<file path="config.mk">
export PLATFORM = sky130hd
export DESIGN_NAME = writeback_stage
export DESIGN_NICKNAME = d
export VERILOG_FILES = /design/src/rtl/writeback_stage.sv
export SDC_FILE = /design/constraint.sdc
export NUM_CORES = 1
export LEC_CHECK = 0
export CORE_MARGIN = 2
export CORE_UTILIZATION = 37
export DETAILED_ROUTE_END_ITERATION = 7
export HOLD_SLACK_MARGIN = 0.15
export PLACE_DENSITY = 0.87
export REMOVE_ABC_BUFFERS = 1
export SLEW_MARGIN = 0
export SYNTH_ARGS = -nofsm -noshare
export SYNTH_HDL_FRONTEND = slang
export SYNTH_SLANG_ARGS = --single-unit
</file>
<file path="constraint.sdc">
create_clock -name i_clk -period 1.89 [get_ports i_clk]
set_input_delay 0.378 -clock i_clk [delete_from_list [all_inputs] [get_ports i_clk]]
set_output_delay 0.378 -clock i_clk [all_outputs]
set_load 0.05 [all_outputs]
</file>
<file path="src/rtl/writeback_stage.sv">
// Writeback stage: selects the rd value from packed sources or formatted load data, then issues one-cycle RF write/retire pulses.
// Define WB_INSTRET_EN to add the 64-bit o_instret retired-instruction counter port.
module writeback_stage #(
  parameter int XLEN    = 32,
  parameter int NUM_SRC = 3,
  parameter int RADDR_W = 5,
  localparam int SEL_W  = $clog2(NUM_SRC + 1)
) (
  input  logic                    i_clk,
  input  logic                    i_rst_n,
  input  logic                    i_valid,
  output logic                    o_ready,
  input  logic [SEL_W-1:0]        i_rd_dest_select,
  input  logic [NUM_SRC*XLEN-1:0] i_src_bus,
  input  logic                    i_rd_wen,
  input  logic [RADDR_W-1:0]      i_rd_addr,
  input  logic [2:0]              i_load_funct3,
  input  logic [1:0]              i_load_addr_lo,
  input  logic [XLEN-1:0]         i_dmem_rdata,
  input  logic                    i_dmem_rvalid,
  output logic                    o_rf_wen,
  output logic [RADDR_W-1:0]      o_rf_waddr,
  output logic [XLEN-1:0]         o_rf_wdata,
  output logic                    o_retire,
  output logic                    o_load_fault
`ifdef WB_INSTRET_EN
  ,
  output logic [63:0]             o_instret
`endif
);

  localparam logic [0:0] IDLE      = 1'b0;
  localparam logic [0:0] WAIT_LOAD = 1'b1;

  logic [0:0]         state_q, state_d;
  logic               rf_wen_q, rf_wen_d;
  logic [RADDR_W-1:0] rf_waddr_q, rf_waddr_d;
  logic [XLEN-1:0]    rf_wdata_q, rf_wdata_d;
  logic               retire_q, retire_d;
  logic               load_fault_q, load_fault_d;
  logic [2:0]         ld_funct3_q, ld_funct3_d;
  logic [1:0]         ld_addr_lo_q, ld_addr_lo_d;
  logic [RADDR_W-1:0] ld_rd_q, ld_rd_d;
  logic               ld_wen_q, ld_wen_d;

  logic [XLEN-1:0]    src_value;
  logic [7:0]         ld_byte;
  logic [15:0]        ld_half;
  logic [XLEN-1:0]    ld_value;
  logic               ld_fault;

  // Selects beyond the last real source fall through to zero.
  always_comb begin
    src_value = '0;
    for (int k = 0; k < NUM_SRC; k++) begin
      if (i_rd_dest_select == SEL_W'(k)) begin
        src_value = i_src_bus[k*XLEN +: XLEN];
      end
    end
  end

  always_comb begin
    ld_byte  = i_dmem_rdata[7:0];
    ld_value = '0;
    ld_fault = 1'b0;
    case (ld_addr_lo_q)
      2'd0:    ld_byte = i_dmem_rdata[7:0];
      2'd1:    ld_byte = i_dmem_rdata[15:8];
      2'd2:    ld_byte = i_dmem_rdata[23:16];
      default: ld_byte = i_dmem_rdata[31:24];
    endcase
    ld_half = ld_addr_lo_q[1] ? i_dmem_rdata[31:16] : i_dmem_rdata[15:0];
    case (ld_funct3_q)
      3'b000: ld_value = {{(XLEN-8){ld_byte[7]}}, ld_byte};
      3'b001: begin
        ld_value = {{(XLEN-16){ld_half[15]}}, ld_half};
        ld_fault = ld_addr_lo_q[0];
      end
      3'b010: begin
        ld_value = i_dmem_rdata;
        ld_fault = (ld_addr_lo_q != 2'd0);
      end
      3'b100: ld_value = {{(XLEN-8){1'b0}}, ld_byte};
      3'b101: begin
        ld_value = {{(XLEN-16){1'b0}}, ld_half};
        ld_fault = ld_addr_lo_q[0];
      end
      default: ld_fault = 1'b1;
    endcase
  end

  always_comb begin
    state_d      = state_q;
    rf_wen_d     = 1'b0;
    rf_waddr_d   = rf_waddr_q;
    rf_wdata_d   = rf_wdata_q;
    retire_d     = 1'b0;
    load_fault_d = 1'b0;
    ld_funct3_d  = ld_funct3_q;
    ld_addr_lo_d = ld_addr_lo_q;
    ld_rd_d      = ld_rd_q;
    ld_wen_d     = ld_wen_q;
    if (state_q == IDLE) begin
      if (i_valid) begin
        if (i_rd_dest_select == SEL_W'(NUM_SRC)) begin
          ld_funct3_d  = i_load_funct3;
          ld_addr_lo_d = i_load_addr_lo;
          ld_rd_d      = i_rd_addr;
          ld_wen_d     = i_rd_wen;
          state_d      = WAIT_LOAD;
        end else begin
          retire_d = 1'b1;
          if (i_rd_wen && (i_rd_addr != '0)) begin
            rf_wen_d   = 1'b1;
            rf_waddr_d = i_rd_addr;
            rf_wdata_d = src_value;
          end
        end
      end
    end else if (i_dmem_rvalid) begin
      state_d = IDLE;
      if (ld_fault) begin
        load_fault_d = 1'b1;
      end else begin
        retire_d = 1'b1;
        if (ld_wen_q && (ld_rd_q != '0)) begin
          rf_wen_d   = 1'b1;
          rf_waddr_d = ld_rd_q;
          rf_wdata_d = ld_value;
        end
      end
    end
  end

  always_ff @(posedge i_clk) begin
    if (!i_rst_n) begin
      state_q      <= IDLE;
      rf_wen_q     <= 1'b0;
      rf_waddr_q   <= '0;
      rf_wdata_q   <= '0;
      retire_q     <= 1'b0;
      load_fault_q <= 1'b0;
      ld_funct3_q  <= '0;
      ld_addr_lo_q <= '0;
      ld_rd_q      <= '0;
      ld_wen_q     <= 1'b0;
    end else begin
      state_q      <= state_d;
      rf_wen_q     <= rf_wen_d;
      rf_waddr_q   <= rf_waddr_d;
      rf_wdata_q   <= rf_wdata_d;
      retire_q     <= retire_d;
      load_fault_q <= load_fault_d;
      ld_funct3_q  <= ld_funct3_d;
      ld_addr_lo_q <= ld_addr_lo_d;
      ld_rd_q      <= ld_rd_d;
      ld_wen_q     <= ld_wen_d;
    end
  end

  assign o_ready      = (state_q == IDLE);
  assign o_rf_wen     = rf_wen_q;
  assign o_rf_waddr   = rf_waddr_q;
  assign o_rf_wdata   = rf_wdata_q;
  assign o_retire     = retire_q;
  assign o_load_fault = load_fault_q;

`ifdef WB_INSTRET_EN
  logic [63:0] instret_q, instret_d;

  // Counts alongside the retire pulse so o_instret includes the instruction retiring this cycle.
  always_comb begin
    instret_d = instret_q + {63'd0, retire_d};
  end

  always_ff @(posedge i_clk) begin
    if (!i_rst_n) begin
      instret_q <= '0;
    end else begin
      instret_q <= instret_d;
    end
  end

  assign o_instret = instret_q;
`endif

endmodule

</file>
==> summary.txt <==
Logic synthesis
  – Register area share after synthesis: 0.2778
  – Number of synthesized flops with an enable pin: 0
  – Most common cell in the netlist: nor2_1
  – Ys async rst share: 0
  – Area leader, netlist: dfxtp_1
  – Distinct cells, synth: 34
  – Most frequent cells after synthesis: nor2_1, mux2i_1, dfxtp_1
  – Ys Warns: 0
  – Mean Syn Cell Area: 8.309 um2
  – Yosys reg bits: 52
  – Main flop type after synthesis: dfxtp_1
  – Leading post-synthesis cells by cell area: dfxtp_1, mux2i_1, o221a_1, a21oi_1, o211ai_1
  – Synth top area share: 0.2778
  – Synth Cell Area: 3747 um2
  – Synthesized instance count: 451

Floorplanning
  – Initial Util: 0.3816
  – Placeable Area: 9819 um2
  – Chip height: 104.6 um
  – Row cnt: 36
  – Ports: 186
  – Die Footprint: 10950 um2
  – Chip Width: 104.6 um

Critical path
  – CP startpoint kind: primary input
  – Max Fanout on Critical Path: 11
  – Critical Path End Type: flop
  – Critical path class: primary input to flop
  – Critical path arrival: 2.10 ns
  – Required time worst endpoint: 2.09 ns

Worst hold path
  – Type of the tightest min-delay check: primary input to flop

Global routing
  – Vias in the first global route: 4807
  – First-pass GRT wire length: 23.32 mm
  – GRT Resource Usage Total: 0.2613
  – Initial antenna violation count: 0
  – Largest net degree at the start of global routing: 39
  – GR Overflow Total: 0

Place
  – RD Place Congestion: 0.8464
  – Dpl hpwl: 11.10 mm
  – Place WS: -0.5432 ns
  – Placed cell areas: 5978 um2
  – Placed insts: 777
  – # port buffers: 185

Timing
  – Fin. Hold Viols: 0
  – Worst rel slew slack: 0.4128
  – Tcrit/Tclk final: 1.003
  – Final setup vio count: 1
  – Tightest Pin Transition: 0.8776 ns
  – Setup TNS: -0.005308 ns
  – RSZ-0062 raised after global routing: yes
  – Achievable Freq: 0.5276 GHz
  – Tmin final: 1.895 ns
  – Fin worst setup slack: -0.005308 ns
  – Final Max Tran Viols: 0
  – Clock skew: 0.006520 ns

Routing
  – DR WL/cell: 18.93 um
  – Residual DRC: 0
  – Routed WL: 15.03 mm
  – Via count: 4642
  – Post-route ant nets: 0
  – Vias per cell: 5.846
  – Initial DRC Count: 299
  – TritonRoute pass-1 iters: 7

Cells and area
  – Post-Layout Inst Area: 6337 um2
  – Area Overhead vs Synth: 69.12%
  – Fillers: 817
  – Layout cell share with drive strength beyond 1: 0.1906
  – Nets: 805
  – Cell Count, Final, Fillers Out: 794
  – Number of antenna diodes: 0
  – Final Core Density: 0.6454

Outcome
  – Status: finished, violations left
  – Failing checks: setup timing

Clock tree
  – CTS buffer count: 5
  – CTS tree: built
  – CTS clk-pin slew, worst paths: 0.10 ns
  – # clock sinks: 52
  – Clock Latency Late Sink: 0.31 ns
  – CTS Hold Bufs: 0
  – CTS Buffer Depth: 2
  – Root buf cell: clkbuf_8
  – H-Tree Level Count: 2

Flow run
  – MaxCap Viol Count: 0

Power
  – Max IR drop VDD: 382.5 uV
  – Pleak: 2.499 nW
  – Power Dens Cells: 525.6 nW/um2
-- repair_timing --
item | CTS | global route
buffers inserted | 2 | 4
endpoints found under the setup margin | 38 | 43
gates cloned | 2 | 1
pin swaps | 3 | 11
gates resized for setup | 23 | 21
-- worst max-delay path, stage by stage --
cell and delay [ns]:
dlygate4sd2_1 0.26, or4_4 0.56, nor2_4 0.14, o21ai_4 0.08, and2_4 0.17, buf_12 0.13
buf_12 0.14, o221a_1 0.25
-- cells in the final DEF (no fill, tap or decap), types with 7 or more instances in the layout --
master	netlist	layout
dfxtp_1	52	48
mux2i_1	53	53
a21oi_1	49	49
mux4_2	8	8
nand2_1	43	43
o211ai_1	32	32
nand3_1	7	7
clkdlybuf4s50_1	0	153
a21boi_0	11	11
nor2_1	61	59
a31oi_1	16	16
o221a_1	31	31
buf_4	2	73
buf_12	0	10
-- cell families (layout without fill, tap and decap cells) --
kind of cell / after synthesis / after routing / synth area share
buffers and inverters: 54 / 264 / 0.07546
flip-flops: 52 / 52 / 0.2778
multiplexers: 61 / 61 / 0.1896
AO/OA/AOI/OAI: 158 / 158 / 0.3159
AND/OR/NAND/NOR: 126 / 126 / 0.1412
-- power breakdown --
| group | leakage [nW] | switching (mW) | internal (mW) |
|---|---|---|---|
| combinational | 2.03 | 0.711 | 0.717 |
| sequential | 0.428 | 0.0510 | 1.17 |
| clock | 0.0445 | 0.381 | 0.299 |
| total | 2.50 | 1.14 | 2.19 |
-- path summary, 6_finish.rpt --
kind | startpoint | cells after the start | slack, ns | to
hold reg to reg | ld_wen_q | 2 | 0.49 | ld_wen_q
setup reg to reg | ld_addr_lo_q[1] | 7 | 0.01 | o_rf_wdata[23]
setup / recovery | i_rd_addr[3] | 8 | -0.005 | o_rf_wdata[23]
hold / removal | i_rd_addr[0] | 3 | 0.48 | ld_rd_q[0]
-- routing by layer --
metal / wire (um) / track usage / up-vias
li1: - / - / 2114
met1: 5761 / 0.2918 / 2218
met2: 7568 / 0.4734 / 266
met3: 1208 / 0.05739 / 44
met4: 490 / 0.1162 / 0
met5: 0 / 0 / -
-- area by class of cell --
type | instances | area, um2 | share of cell area
repair buffers | 255 | 2516 | 0.3970
multi-input cells | 345 | 2509 | 0.3959
flip-flops and latches | 52 | 1049 | 0.1654
well taps | 133 | 166.4 | 0.02626
clock buffers | 7 | 86.33 | 0.01362
clock inverters | 1 | 7.507 | 0.001185
inverters | 1 | 3.754 | 0.0005923
-- sequential cells by signal, indices dropped and copies added (netlist names) --
| register | count |
|---|---|
| ld_addr_lo_q | 2 |
| ld_funct3_q | 3 |
| ld_rd_q | 5 |
| ld_wen_q | 1 |
| o_load_fault | 1 |
| o_retire | 1 |
| o_rf_waddr | 5 |
| o_rf_wdata | 32 |
| o_rf_wen | 1 |
| state_q | 1 |
-- metrics by stage --
| stage | hold WS (ns) | power, mW |
|---|---|---|
| floorplan | 0.4438 | 1.859 |
| global placement | 0.4540 | 2.547 |
| detailed placement | 0.4782 | 2.586 |
| CTS | 0.4828 | 3.293 |
| global route | 0.4841 | 3.468 |
| finish | 0.4822 | 3.331 |
Note: power is estimated with default switching activity, not from simulation.
